<file path="config.mk">
export PLATFORM = sky130hd
export DESIGN_NAME = program_sequencer
export DESIGN_NICKNAME = d
export VERILOG_FILES = /design/src/rtl/program_sequencer.sv
export SDC_FILE = /design/constraint.sdc
export NUM_CORES = 1
export LEC_CHECK = 0
export ABC_AREA = 1
export CORE_MARGIN = 1
export CORE_UTILIZATION = 50
export DETAILED_ROUTE_END_ITERATION = 12
export PLACE_DENSITY = 0.72
export SYNTH_ARGS = -nofsm -noshare
export SYNTH_HDL_FRONTEND = slang
export SYNTH_SLANG_ARGS = --single-unit
</file>
<file path="constraint.sdc">
create_clock -name i_clk -period 2.3 [get_ports i_clk]
set_input_delay 0.23 -clock i_clk [delete_from_list [all_inputs] [get_ports i_clk]]
set_output_delay 0.23 -clock i_clk [all_outputs]
set_load 0.1 [all_outputs]
</file>
<file path="src/rtl/program_sequencer.sv">
// program_sequencer: fetch-stage PC with jump, relative branch and call/return via a return-address stack.
module program_sequencer #(
  parameter int ADDR_W      = 6,
  parameter int OFF_W       = 6,
  parameter int STACK_DEPTH = 4,
  parameter int RESET_ADDR  = 0
) (
  input  logic                             i_clk,
  input  logic                             i_rst,
  input  logic                             i_en,
  input  logic                             i_jmp,
  input  logic                             i_br,
  input  logic                             i_call,
  input  logic                             i_ret,
  input  logic [ADDR_W-1:0]                i_target,
  input  logic [OFF_W-1:0]                 i_offset,
  output logic [ADDR_W-1:0]                o_pc_out,
  output logic [ADDR_W-1:0]                o_pc_next,
  output logic [$clog2(STACK_DEPTH+1)-1:0] o_sp_count,
  output logic                             o_stack_full,
  output logic                             o_stack_empty,
  output logic                             o_err_ovf,
  output logic                             o_err_udf
);
  localparam int SP_W = $clog2(STACK_DEPTH + 1);
  logic [ADDR_W-1:0] r_pc;
  logic [SP_W-1:0]   r_sp;
  logic              r_ovf;
  logic              r_udf;
  // Sized to the full pointer range so the pointer indexes it without truncation.
  logic [ADDR_W-1:0] r_stack [2**SP_W];
  logic [ADDR_W-1:0] w_inc;
  logic [ADDR_W-1:0] w_br;
  logic [ADDR_W-1:0] w_top;
  logic [SP_W-1:0]   w_sp_dec;
  logic              w_full;
  logic              w_empty;
  logic              w_do_ret;
  logic              w_do_call;
  logic              w_push;
  logic              w_pop;
  assign w_inc     = r_pc + ADDR_W'(1);
  assign w_br      = r_pc + ADDR_W'($signed(i_offset));
  assign w_full    = r_sp == SP_W'(STACK_DEPTH);
  assign w_empty   = r_sp == '0;
  assign w_sp_dec  = r_sp - SP_W'(1);
  assign w_top     = r_stack[w_sp_dec];
  assign w_do_ret  = i_en & i_ret;
  assign w_do_call = i_en & ~i_ret & i_call;
  assign w_push    = w_do_call & ~w_full;
  assign w_pop     = w_do_ret & ~w_empty;
  assign o_pc_next = !i_en  ? r_pc :
                     i_ret  ? (w_empty ? w_inc : w_top) :
                     i_call ? (w_full ? w_inc : i_target) :
                     i_jmp  ? i_target :
                     i_br   ? w_br : w_inc;
  always_ff @(posedge i_clk) begin
    if (!i_rst) begin
      r_pc  <= ADDR_W'(RESET_ADDR);
      r_sp  <= '0;
      r_ovf <= 1'b0;
      r_udf <= 1'b0;
    end else begin
      r_pc  <= o_pc_next;
      r_sp  <= w_push ? r_sp + SP_W'(1) : w_pop ? w_sp_dec : r_sp;
      r_ovf <= r_ovf | (w_do_call & w_full);
      r_udf <= r_udf | (w_do_ret & w_empty);
    end
  end
  always_ff @(posedge i_clk) begin
    if (i_rst && w_push) r_stack[r_sp] <= w_inc;
  end
  assign o_pc_out      = r_pc;
  assign o_sp_count    = r_sp;
  assign o_stack_full  = w_full;
  assign o_stack_empty = w_empty;
  assign o_err_ovf     = r_ovf;
  assign o_err_udf     = r_udf;
endmodule

</file>
==> impl_metrics.tcl <==
set metrics [dict create \
    status "finished, violations left" \
    violations "negative setup slack" \
    dp_hpwl_um 5772 \
    relSlewSlack 0.7323 \
    setup_violations 5 \
    grt_max_degree 28 \
    overflow 0 \
    routed_wl_um 8350 \
    globalplace.congestion 0.9108 \
    rows 28 \
    die_x_um 80.37 \
    setup_slack_ns -0.1240 \
    place_area_um2 3884 \
    r2r_start "o_sp_count[0]" \
    max_freq_mhz 412.5 \
    ir_drop_mv 0.5166 \
    fin_skew_ns 0.008561 \
    grt_pass1_wl_um 12990 \
    synthAdderAreaFrac 0.04319 \
    drt_pass1_iterations 7 \
    ys_async_sr_fraction 0 \
    drv_slew 0 \
    synthCells 330 \
    synth_area_um2 3070 \
    fin_area_um2 4369 \
    period_minus_slack_ns 2.424 \
    final_common_cell "nand2_1" \
    hp-start "o_err_udf" \
    via_per_inst 5.625 \
    drc_errors 0 \
    io_pins 38 \
    coreArea_um2 5921 \
    hold_buffers 0 \
    worst_hold_slack_ns 0.4734 \
    grtUsageTotal 0.2800 \
    cts_root_buffer "clkbuf_8" \
    numCtsBuffers 9 \
    finalPower_uw 3502 \
    chipHeight_um 80.37 \
    critPathLaunchType "flop" \
    synth_warnings 0 \
    synth-edff-count 48 \
    synth-seq-area-share 0.5412 \
    synth_area_per_cell_um2 9.304 \
    power.leakage_uw 0.001726 \
    clockBufferDepth 2 \
    hold_viol_final 0 \
    fin_crit_sh 1.054 \
    die_area_um2 6459 \
    yosys.area_share.simple 0.1936 \
    crit_type "flop to output pin" \
    synth_top_family_by_area "simple AND/OR/NAND/NOR gates" \
    n_fill_cell 405 \
    ant_nets 0 \
    maxCapViolCount 0 \
    yosysUniqueCellTypes 34 \
    synth-compound-area-share 0.1500 \
    cts_sinks 59 \
    antenna_found_initial 0 \
    hp-class "flop to flop" \
    num_antenna_cells 0 \
    drt_iter0_drc 236 \
    clk_latency_ns 0.34 \
    cts_tree "done" \
    area.growth.synth_to_final_pct 42.30 \
    crit_start "o_sp_count[1]" \
    clk_pin_slew_ns 0.07 \
    vias 2700 \
    rsz0062_at_grt "yes" \
    power_density_nw_per_um2 801.6 \
    portBuffers 37 \
    ys.flop_type "edfxtp_1" \
    worstMarginPinSlew_ns 0.3998 \
    worstPathMaxFanout 5 \
    critical_path_arrival_ns 2.19 \
    start_util 0.5186 \
    grt_pass1_vias 2589 \
    synth_nets 359 \
    synthXorXnorAreaFrac 0.01671 \
    final_cell_mix "53 x nand2_1, 48 x edfxtp_1, 37 x nor2_1, 33 x buf_4, 25 x o21ai_0" \
    nets 429 \
    worst_setup_path_end_kind "output pin" \
    synthMuxAreaShare 0.003260 \
    required_ns 2.07 \
    synth_seq_cells 59 \
    h-tree-depth 3 \
    drive_gt1_frac 0.3309 \
    wire_per_inst_um 17.40 \
]
layer usage:
| metal | routed length [um] | up-vias | part of all wire | global-route usage |
|---|---|---|---|---|
| met5 | 0 | - | 0 | 0 |
| met4 | 251 | 0 | 0.030 | 0.1286 |
| met3 | 529 | 21 | 0.063 | 0.07159 |
| met2 | 4144 | 116 | 0.50 | 0.4576 |
| met1 | 3426 | 1268 | 0.41 | 0.3453 |
| li1 | - | 1295 | - | - |
critical path: stages (launching register included):
cell	delay [ns]
dfxtp_4	0.37
inv_4	0.04
ha_4	0.28
clkinvlp_4	0.16
o21ai_1	0.12
o22ai_1	0.12
o211ai_1	0.31
nand2_1	0.11
inv_2	0.11
nand2_8	0.06
buf_12	0.16
repair_timing:
item / CTS / global route
setup buffers: 7 / 3
endpoints found under the hold margin: 0 / 0
setup endpoints to repair: 6 / 6
gates resized for setup: 33 / 19
pin swaps: 21 / 21
path summary, 6_finish.rpt:
check / slack [ns] / cells after the start / endpoint
min: 0.47 / 2 / o_err_udf
max: -0.12 / 10 / o_pc_next[4]
max reg2reg: 0.39 / 7 / r_stack[6][3]
min reg2reg: 0.47 / 2 / o_err_udf
through the flow:
stage | setup slack [ns] | utilization | setup TNS [ns] | cells
after detailed placement | -0.2643 | 0.6560 | -0.4465 | 454
after global routing | -0.2056 | 0.7380 | -0.7989 | 480
after global placement | -0.2125 | 0.6560 | -0.3105 | 454
after CTS | -0.1348 | 0.7221 | -0.3634 | 477
after floorplan | 0.01398 | - | 0 | 330
final | -0.1240 | 0.7380 | -0.3472 | 480
state kept, by name, summed over array words and instances, names as in the netlist:
register    flops
r_stack        48
o_pc_out        6
o_sp_count      3
o_err_ovf       1
o_err_udf       1
power breakdown:
group / internal [uW] / switching (uW) / total, uW
sequential: 1200 / 29.1 / 1230
combinational: 411 / 749 / 1160
clock: 717 / 400 / 1120
total: 2330 / 1180 / 3500
final cells by class:
type / count / area [um2] / area share
Multi-Input combinational cell: 231 / 1545 / 0.3537
Clock inverter: 5 / 101.3 / 0.02320
Inverter: 33 / 147.6 / 0.03379
Clock buffer: 11 / 131.4 / 0.03007
Tap cell: 75 / 93.84 / 0.02148
Timing Repair Buffer: 66 / 665.6 / 0.1523
Sequential cell: 59 / 1684 / 0.3855
cells by family (layout without fill, tap and decap cells):
| kind of cell | count (synthesis) | in the layout |
|---|---|---|
| compound gates | 77 | 77 |
| xor+xnor | 5 | 5 |
| fa+ha+maj | 10 | 10 |
| buf+inv | 40 | 115 |
| flops | 59 | 59 |
| mux | 1 | 1 |
| simple gates | 138 | 138 |
Yosys cell counts (6+ instances only):
cell type / instances / share of area
o21ai_0: 31 / 0.051
nand3_1: 16 / 0.026
edfxtp_1: 48 / 0.47
nand2_1: 67 / 0.082
dfxtp_1: 11 / 0.072
nor2_1: 46 / 0.056
inv_1: 27 / 0.033
ha_1: 9 / 0.037
o22ai_1: 10 / 0.020
a21oi_1: 15 / 0.024
buf_2: 6 / 0.0098
No activity file was read; power rests on OpenSTA's default activity.
